<file path="config.mk">
export PLATFORM = sky130hd
export DESIGN_NAME = muxnway_rr_flat
export DESIGN_NICKNAME = d
export VERILOG_FILES = /design/src/rtl/muxnway_rr_if.sv /design/src/rtl/muxnway_rr.sv /design/src/flat_wrapper.sv
export SDC_FILE = /design/constraint.sdc
export NUM_CORES = 1
export LEC_CHECK = 0
export ABC_AREA = 1
export CAP_MARGIN = 20
export CORE_ASPECT_RATIO = 1.1
export CORE_MARGIN = 3
export CORE_UTILIZATION = 37
export DETAILED_ROUTE_END_ITERATION = 8
export PLACE_DENSITY = 0.88
export SYNTH_ARGS = -nofsm -noshare
export SYNTH_HDL_FRONTEND = slang
export SYNTH_SLANG_ARGS = --single-unit
</file>
<file path="constraint.sdc">
create_clock -name clk -period 3.69 [get_ports clk]
set_clock_uncertainty 0.1 [all_clocks]
set_input_delay 0.738 -clock clk [delete_from_list [all_inputs] [get_ports clk]]
set_output_delay 0.738 -clock clk [all_outputs]
set_load 0.03 [all_outputs]
</file>
<file path="src/rtl/muxnway_rr_if.sv">
// Handshake bundle between N word producers, the channel mux and its single consumer.
interface muxnway_rr_if #(
    parameter int N  = 4,
    parameter int W  = 16,
    parameter int SW = $clog2(N)
);
    logic [N*W-1:0] in_data;
    logic [N-1:0]   in_valid;
    logic [N-1:0]   in_ready;
    logic [SW-1:0]  sel;
    logic [W-1:0]   out_data;
    logic           out_valid;
    logic           out_ready;
    logic [SW-1:0]  out_chan;

    // Environment side: producers plus consumer.
    modport master (
        output in_data, in_valid, sel, out_ready,
        input  in_ready, out_data, out_valid, out_chan
    );

    // Mux side.
    modport slave (
        input  in_data, in_valid, sel, out_ready,
        output in_ready, out_data, out_valid, out_chan
    );
endinterface

</file>
<file path="src/rtl/muxnway_rr.sv">
// N-way word mux with a registered valid/ready output stage.
// MODE=0 takes the channel from sel; MODE=1 arbitrates round-robin starting at ptr.
module muxnway_rr #(
    parameter int N    = 4,
    parameter int W    = 16,
    parameter int MODE = 0,
    parameter int SW   = $clog2(N)
) (
    input  logic        clk,
    input  logic        reset,
    muxnway_rr_if.slave bus
);
    logic [SW-1:0] ptr;
    logic [SW-1:0] grant_idx;
    logic          grant_vld;
    logic [W-1:0]  grant_word;
    logic [N-1:0]  ready;
    logic          load;
    logic          xfer;
    logic [W-1:0]  data_q;
    logic [SW-1:0] chan_q;
    logic          valid_q;

    // The output register can accept a word when empty or being drained this cycle.
    assign load = !valid_q || bus.out_ready;
    assign xfer = !reset && load && grant_vld;

    assign bus.in_ready  = ready;
    assign bus.out_data  = data_q;
    assign bus.out_valid = valid_q;
    assign bus.out_chan  = chan_q;

    // Pick the granted channel: explicit select, or first requester at or after ptr with wrap.
    always_comb begin
        grant_vld = 1'b0;
        grant_idx = '0;
        if (MODE == 0) begin
            // An out-of-range sel matches no channel, so it never grants.
            for (int i = 0; i < N; i++) begin
                if (int'(bus.sel) == i && bus.in_valid[i]) begin
                    grant_vld = 1'b1;
                    grant_idx = SW'(i);
                end
            end
        end else begin
            for (int i = 0; i < N; i++) begin
                if (!grant_vld && bus.in_valid[i] && i >= int'(ptr)) begin
                    grant_vld = 1'b1;
                    grant_idx = SW'(i);
                end
            end
            for (int i = 0; i < N; i++) begin
                if (!grant_vld && bus.in_valid[i]) begin
                    grant_vld = 1'b1;
                    grant_idx = SW'(i);
                end
            end
        end
    end

    // Route the granted channel's word and raise its ready; ready is held low during reset.
    always_comb begin
        grant_word = '0;
        ready      = '0;
        for (int i = 0; i < N; i++) begin
            if (grant_idx == SW'(i)) begin
                grant_word = bus.in_data[i*W +: W];
            end
            if (xfer && grant_idx == SW'(i)) begin
                ready[i] = 1'b1;
            end
        end
    end

    // Output register and round-robin pointer; a push may replace a word popped on the same edge.
    always_ff @(posedge clk) begin
        if (reset) begin
            data_q  <= '0;
            chan_q  <= '0;
            valid_q <= 1'b0;
            ptr     <= '0;
        end else if (xfer) begin
            data_q  <= grant_word;
            chan_q  <= grant_idx;
            valid_q <= 1'b1;
            if (MODE == 1) begin
                ptr <= (grant_idx == SW'(N - 1)) ? '0 : grant_idx + SW'(1);
            end
        end else if (bus.out_ready) begin
            valid_q <= 1'b0;
        end
    end
endmodule

</file>
<file path="src/flat_wrapper.sv">
// flat-port wrapper written by rule: the top's interface ports become plain ports
module muxnway_rr_flat 
#(
    parameter int N    = 4,
    parameter int W    = 16,
    parameter int MODE = 0,
    parameter int SW   = $clog2(N)
)
  (clk, reset, bus_in_data, bus_in_valid, bus_sel, bus_out_ready, bus_in_ready, bus_out_data, bus_out_valid, bus_out_chan);
  muxnway_rr_if #(.N(N), .W(W), .SW(SW)) bus_i ();
  input  logic clk;
  input  logic reset;
  input wire logic [$bits(bus_i.in_data)-1:0] bus_in_data;
  input wire logic [$bits(bus_i.in_valid)-1:0] bus_in_valid;
  input wire logic [$bits(bus_i.sel)-1:0] bus_sel;
  input wire logic [$bits(bus_i.out_ready)-1:0] bus_out_ready;
  output wire logic [$bits(bus_i.in_ready)-1:0] bus_in_ready;
  output wire logic [$bits(bus_i.out_data)-1:0] bus_out_data;
  output wire logic [$bits(bus_i.out_valid)-1:0] bus_out_valid;
  output wire logic [$bits(bus_i.out_chan)-1:0] bus_out_chan;
  assign bus_i.in_data = bus_in_data;
  assign bus_i.in_valid = bus_in_valid;
  assign bus_i.sel = bus_sel;
  assign bus_i.out_ready = bus_out_ready;
  assign bus_in_ready = bus_i.in_ready;
  assign bus_out_data = bus_i.out_data;
  assign bus_out_valid = bus_i.out_valid;
  assign bus_out_chan = bus_i.out_chan;
  muxnway_rr #(.N(N), .W(W), .MODE(MODE), .SW(SW)) u_core (.clk(clk), .reset(reset), .bus(bus_i));
endmodule
</file>
==> run_results.csv, run 1 <==
group,metric,value,unit
outcome,status,"completed",
power,power_frac_seq,0.396,
finish,multi_input_area,866,sq um
worst_setup_path,crit_required,2.85,ns
timing,setup_ws,0.127,ns
placement,place_area,2380,sq um
cts,cts_buffers,3,
power,ir_drop,0.125,mV
yosys,ys_top_cells_by_count,"nand2_1, nor2_1, nand3_1",
yosys,yosysTopAreaCellShare,0.272,
power,power_density,234,nW/um^2
worst_setup_path,critical_path.max_fanout,17,
route,wirelength,4790,um
placement,globalplace.congestion,0.870,
route,drt_iter0_drc,116,
finish,regArea,380,sq um
yosys,async_flop_share,0,
timing,fmax,0.281,GHz
min_path,hold_path.class,"flip-flop to flip-flop",
global_routing,antenna_found_initial,0,
global_routing,grt_max_degree,25,
yosys,synth_top_cell_by_area,"dfxtp_1",
route,drc,0,
power,swShare,0.321,
global_routing,first_global_vias,1724,
finish,stdcell_area,2430,sq um
cts,clock_path_buffers,2,
cts,cts_root_buffer,"clkbuf_4",
placement,dpl.hpwl,3970,um
worst_setup_path,criticalPathCategory,"input port to output pin",
global_routing,grt_pass1_wl,7960,um
worst_setup_path,r2r_slack,2.14,ns
floorplanning,rows,22,
route,wl_per_cell,12.5,um
power,clkPwrFrac,0.182,
finish,syn2layout_area_growth,73.6,%
yosys,synth_cell_type_count,24,
yosys,syn_nets,313,
run,maxCapViolCount,0,
route,drtPass1Iterations,4,
finish,fillCellCount,329,
cts,clock_latency,0.29,ns
power,internal_power,385,uW
finish,postLayoutCoreUtil,0.699,
timing,worstMarginPinSlew,0.672,ns
power,p_sw,182,uW
global_routing,grt_usage,0.216,
cts,hold_buffers,0,
yosys,synth-edff-count,0,
worst_setup_path,cp.arrival,2.73,ns
floorplanning,die_h,70.5,um
worst_setup_path,startpoint_type,"input port",
timing,hold-worst-slack,0.371,ns
floorplanning,dieArea,4550,sq um
power,comb_power_share,0.422,
worst_setup_path,end_kind,"output pin",
timing,slew_headroom,0.550,
floorplanning,initial_core_util,0.403,
route,avgViaCountPerCell,4.76,
cts,cts_sinks,19,
floorplanning,ioPinCount,96,
floorplanning,dieWidth,64.6,um
yosys,syn-cell-area,1400,sq um
finish,layout-drive-gt1-share,0.0778,
placement,io_buffers,95,
placement,pre_cts_ws,0.122,ns
yosys,ys_seq_elements,19,
timing,fin_setup_tns,0,ns
yosys,yosys-top-cells-area,"dfxtp_1, nand2_1, nand3_1",
floorplanning,core_area,3470,sq um
timing,rsz0062_at_grt,"false",
timing,hold_viol_final,0,
yosys,avgSynthCellArea,5.82,sq um
cts,h-tree-depth,1,
timing,final_max_slew_viol_count,0,
yosys,syn_inst,240,
route,ant_nets,0,
timing,setup_violations,0,
timing,post-route-min-period,3.56,ns
power,p_leak,1.07,nW
finish,antenna_cells_inserted,0,
cts,clkTransAtPathRegs,0.11,ns
yosys,yosysMostFrequentCell,"nand2_1",
global_routing,grt_remaining_overflow,0,
yosys,ys_seq_area_frac,0.272,
finish,nets,408,
yosys,synthFlopType,"dfxtp_1",
timing,period_share,0.966,
yosys,yosysWarnings,0,
cts,cts_tree,"built",
route,vias,1819,
[registers in the layout (all words and copies together) (netlist names)]
| signal | count |
|---|---|
| u_core.bus.out_data | 16 |
| u_core.bus.out_chan | 2 |
| u_core.bus.out_valid | 1 |
[final cells by class]
class                           count  share of cell area
Timing Repair Buffer              105               0.422
Multi-Input combinational cell    188               0.357
Sequential cell                    19               0.157
Inverter                           18              0.0289
Tap cell                           48              0.0248
Clock buffer                        4              0.0108
[worst max-delay path: stages]
cell and delay [ns]:
clkdlybuf4s50_1 0.60, inv_4 0.13, nand3_1 0.13, nand2_2 0.09, o21ai_4 0.27, inv_2 0.07
nand2_1 0.06, inv_1 0.04, clkdlybuf4s50_1 0.58
[worst paths after layout]
kind / endpoint / depth (start not counted) / startpoint
setup / recovery: bus_in_ready[3] / 9 / bus_sel[0]
hold / removal: u_core.bus.out_data[4] / 2 / u_core.bus.out_data[4]
setup reg to reg: u_core.bus.out_data[9] / 6 / u_core.bus.out_valid
hold reg to reg: u_core.bus.out_data[4] / 2 / u_core.bus.out_data[4]
[power groups by stage]
| stage | combinational [mW] | clock [mW] | sequential (mW) |
|---|---|---|---|
| floorplan | 0.0906 | 0 | 0.253 |
| global placement | 0.233 | 0 | 0.229 |
| detailed placement | 0.237 | 0 | 0.229 |
| CTS | 0.237 | 0.106 | 0.224 |
| global route | 0.260 | 0.118 | 0.226 |
| finish | 0.239 | 0.103 | 0.225 |
[metal layers]
metal,vias to the layer above,routed length [um],track usage
li1,968,-,-
met1,790,2060,0.279
met2,55,2450,0.373
met3,6,199,0.0193
met4,0,80,0.0728
met5,-,0,0
[stage by stage]
step | total power [mW] | std cells
6_report | 0.567 | 382
5_1_grt | 0.605 | 382
4_1_cts | 0.568 | 380
3_5_place_dp | 0.466 | 376
3_3_place_gp | 0.462 | 376
2_1_floorplan | 0.343 | 240
[cell families (layout without fill, tap and decap cells)]
kind of cell,after synthesis,after routing,share of synthesized area
buffers and inverters,33,127,0.108
AOI/OAI and AO/OA,22,22,0.0931
DFF,19,19,0.272
and+or+nand+nor,166,166,0.526
[cells in the final DEF, fill, tap and decap left out]
master,synthesis,layout
nand3_2,2,2
nand3_1,29,29
o21ai_4,1,1
buf_4,2,11
a21oi_2,1,1
inv_2,3,2
nand2_1,79,79
clkbuf_4,0,3
inv_4,0,1
nand2_2,2,2
inv_1,15,15
a22oi_1,2,2
dfxtp_1,19,19
nor2_1,34,34
nor3_1,1,1
nor2_2,1,1
o21ai_0,1,1
o21ai_1,1,1
nor2_4,2,2
nand4_1,16,16
a21oi_1,16,16
clkdlybuf4s50_1,0,94
clkbuf_1,6,1
[timing repair]
item,4_1_cts,5_1_grt
endpoints found under the setup margin,0,1
setup buffers,0,2
resized for setup,0,1
No activity file was read; power rests on OpenSTA's default activity.
==> run 2: changes to the inputs <==
ABC_AREA = default   (was 1)
PLACE_DENSITY = 0.89   (was 0.88)
clock period = 4.5 ns   (was 3.69 ns; I/O delays follow)
==> run 2 against run 1 <==
Net effect: first-iteration DRC count fell by 23%; die area down 2.9%; sequential power decreased by 15%; highest routed layer unchanged; via count fell by 7.8%.
==> run_results.csv, run 2 <==
group,metric,value,unit
timing,fin_setup_tns,0,ns
finish,antenna_cells_inserted,0,
global_routing,grt_max_degree,24,
cts,cts_buffers,3,
yosys,synth_top_cell_by_area,"dfxtp_1",
route,avgViaCountPerCell,5.67,
global_routing,grt_pass1_wl,7810,um
global_routing,grt_remaining_overflow,0,
min_path,hold_depth,2,
finish,final_common_cell,"clkdlybuf4s50_1",
yosys,avgSynthCellArea,8.35,sq um
cts,cts_repair_resize_count,0,
global_routing,first_global_vias,1648,
timing,rsz0062_at_grt,"false",
floorplanning,dieArea,4420,sq um
yosys,synth-edff-count,0,
yosys,synth_cell_type_count,33,
yosys,ys_seq_elements,19,
yosys,synth_simple_gate_area_frac,0.248,
placement,dp.cells,292,
yosys,syn_inst,162,
finish,syn2layout_area_growth,72.1,%
worst_setup_path,cp.arrival,2.78,ns
timing,post-route-min-period,3.78,ns
cts,hold_buffers,0,
floorplanning,ioPinCount,96,
finish,largest_reg_flops,16,
route,vias,1678,
yosys,ys_top_cells_by_count,"dfxtp_1, nand2b_1, nor3_1, o21ai_0",
timing,fmax,0.265,GHz
timing,setup_violations,0,
outcome,status,"completed",
worst_setup_path,end_kind,"output pin",
finish,layout-drive-gt1-share,0.0968,
timing,worstMarginPinSlew,0.682,ns
placement,place_area,2300,sq um
yosys,yosysTopAreaCellShare,0.281,
worst_setup_path,crit_start,"bus_sel[1]",
placement,dpl.hpwl,3740,um
yosys,synth_compound_area_frac,0.323,
run,maxCapViolCount,0,
floorplanning,initial_core_util,0.396,
cts,cts_sinks,19,
power,power_density,218,nW/um^2
yosys,yosysMostFrequentCell,"dfxtp_1",
min_path,worstHoldStart,"u_core.bus.out_chan[1]",
yosys,synthFlopType,"dfxtp_1",
worst_setup_path,reg2reg_depth,4,
finish,nets,322,
yosys,syn_nets,235,
placement,io_buffers,95,
worst_setup_path,cp-endpoint,"bus_in_ready[0]",
yosys,syn-cell-area,1350,sq um
yosys,synth_top_family_by_area,"compound AO/OA/AOI/OAI gates",
timing,hold_viol_final,0,
route,drt_iter0_drc,89,
cts,clock_latency,0.30,ns
floorplanning,rows,22,
yosys,synthAdderAreaFrac,0,
yosys,synth_mux_area_frac,0.0768,
cts,cts_root_buffer,"clkbuf_4",
yosys,yosys-top-cells-area,"dfxtp_1, a22o_1, o221ai_1",
worst_setup_path,r2r-end,"u_core.bus.out_data[4]",
floorplanning,core_area,3410,sq um
cts,clock_path_buffers,2,
power,p_leak,0.824,nW
worst_setup_path,r2r_slack,2.75,ns
worst_setup_path,crit_required,3.50,ns
finish,fillCellCount,308,
worst_setup_path,critical_path.max_fanout,20,
route,drc,0,
timing,hold-worst-slack,0.398,ns
worst_setup_path,reg2reg_from,"u_core.bus.out_valid",
yosys,async_flop_share,0,
route,drtPass1Iterations,4,
cts,cts_tree,"built",
yosys,yosys.area_share.xor_xnor,0,
floorplanning,dieWidth,63.6,um
floorplanning,die_h,69.4,um
finish,layoutNonFillerInstCount,296,
cts,clkTransAtPathRegs,0.11,ns
timing,slew_headroom,0.545,
placement,globalplace.congestion,0.774,
route,wl_per_cell,16.5,um
finish,stdcell_area,2330,sq um
min_path,hold_path.class,"flip-flop to flip-flop",
yosys,ys_seq_area_frac,0.281,
cts,cts_setup_buffers,0,
route,ant_nets,0,
global_routing,grt_usage,0.219,
worst_setup_path,startpoint_type,"input port",
cts,h-tree-depth,1,
yosys,yosysWarnings,0,
timing,final_max_slew_viol_count,0,
power,ir_drop,0.139,mV
global_routing,antenna_found_initial,0,
finish,layout_common_cells,"clkdlybuf4s50_1, dfxtp_1, nand2b_1, o21ai_0",
route,wirelength,4890,um
timing,period_share,0.839,
worst_setup_path,criticalPathCategory,"input port to output pin",
[run 2: cell count changes in the layout (fill, tap and decap cells not counted), sizes merged, moves of 11 or more]
cell and change:
nand4 -16, nor2 -33, nand2 -72, a21oi -15
nand3 -26, nand2b +11, inv -16
[run 2: logic make-up after synthesis]
family,Yosys count
simple gates,58
compound gates,57
flops,19
buf+inv,19
mux,9
[run 2: how the worst min path moves through the flow]
stage                              to
6_report       u_core.bus.out_chan[1]
5_1_grt        u_core.bus.out_chan[1]
4_1_cts        u_core.bus.out_chan[1]
3_5_place_dp   u_core.bus.out_chan[1]
3_3_place_gp   u_core.bus.out_chan[1]
2_1_floorplan  u_core.bus.out_chan[1]
[run 2: worst max-delay path, stage by stage]
cell and delay, ns:
clkdlybuf4s50_1 0.65, mux2_4 0.23, and3_4 0.32, nor2_1 0.14, nor4_1 0.31, buf_4 0.22
[run 2: cell type report]
cell class	count	area [sq um]	area share
repair buffers	99	971	0.417
multi-input cells	124	881	0.378
flip-flops and latches	19	380	0.163
well taps	48	60.1	0.0258
clock buffers	3	22.5	0.00968
inverters	2	7.51	0.00323
clock inverters	1	5.00	0.00215
[run 2: power breakdown]
part	leakage (nW)	switching [mW]	internal (mW)
logic	0.650	0.104	0.119
registers	0.157	0.00793	0.184
clock network	0.0177	0.0586	0.0332
total	0.824	0.171	0.337
[run 2: per-stage QoR]
| stage | util | total power, mW | worst slack (ns) |
|---|---|---|---|
| 2_1_floorplan | - | 0.307 | 0.922 |
| 3_3_place_gp | 0.674 | 0.415 | 0.803 |
| 3_5_place_dp | 0.674 | 0.420 | 0.734 |
| 4_1_cts | 0.682 | 0.508 | 0.717 |
| 5_1_grt | 0.682 | 0.531 | 0.568 |
| 6_report | 0.682 | 0.507 | 0.724 |
[run 2: layer usage]
layer  vias up  wire [um]  global-route usage
met2        90       2400               0.390
li1        816          -                   -
met3         7        424              0.0486
met1       765       2000               0.263
met5         -          0                   0
met4         0         62              0.0528
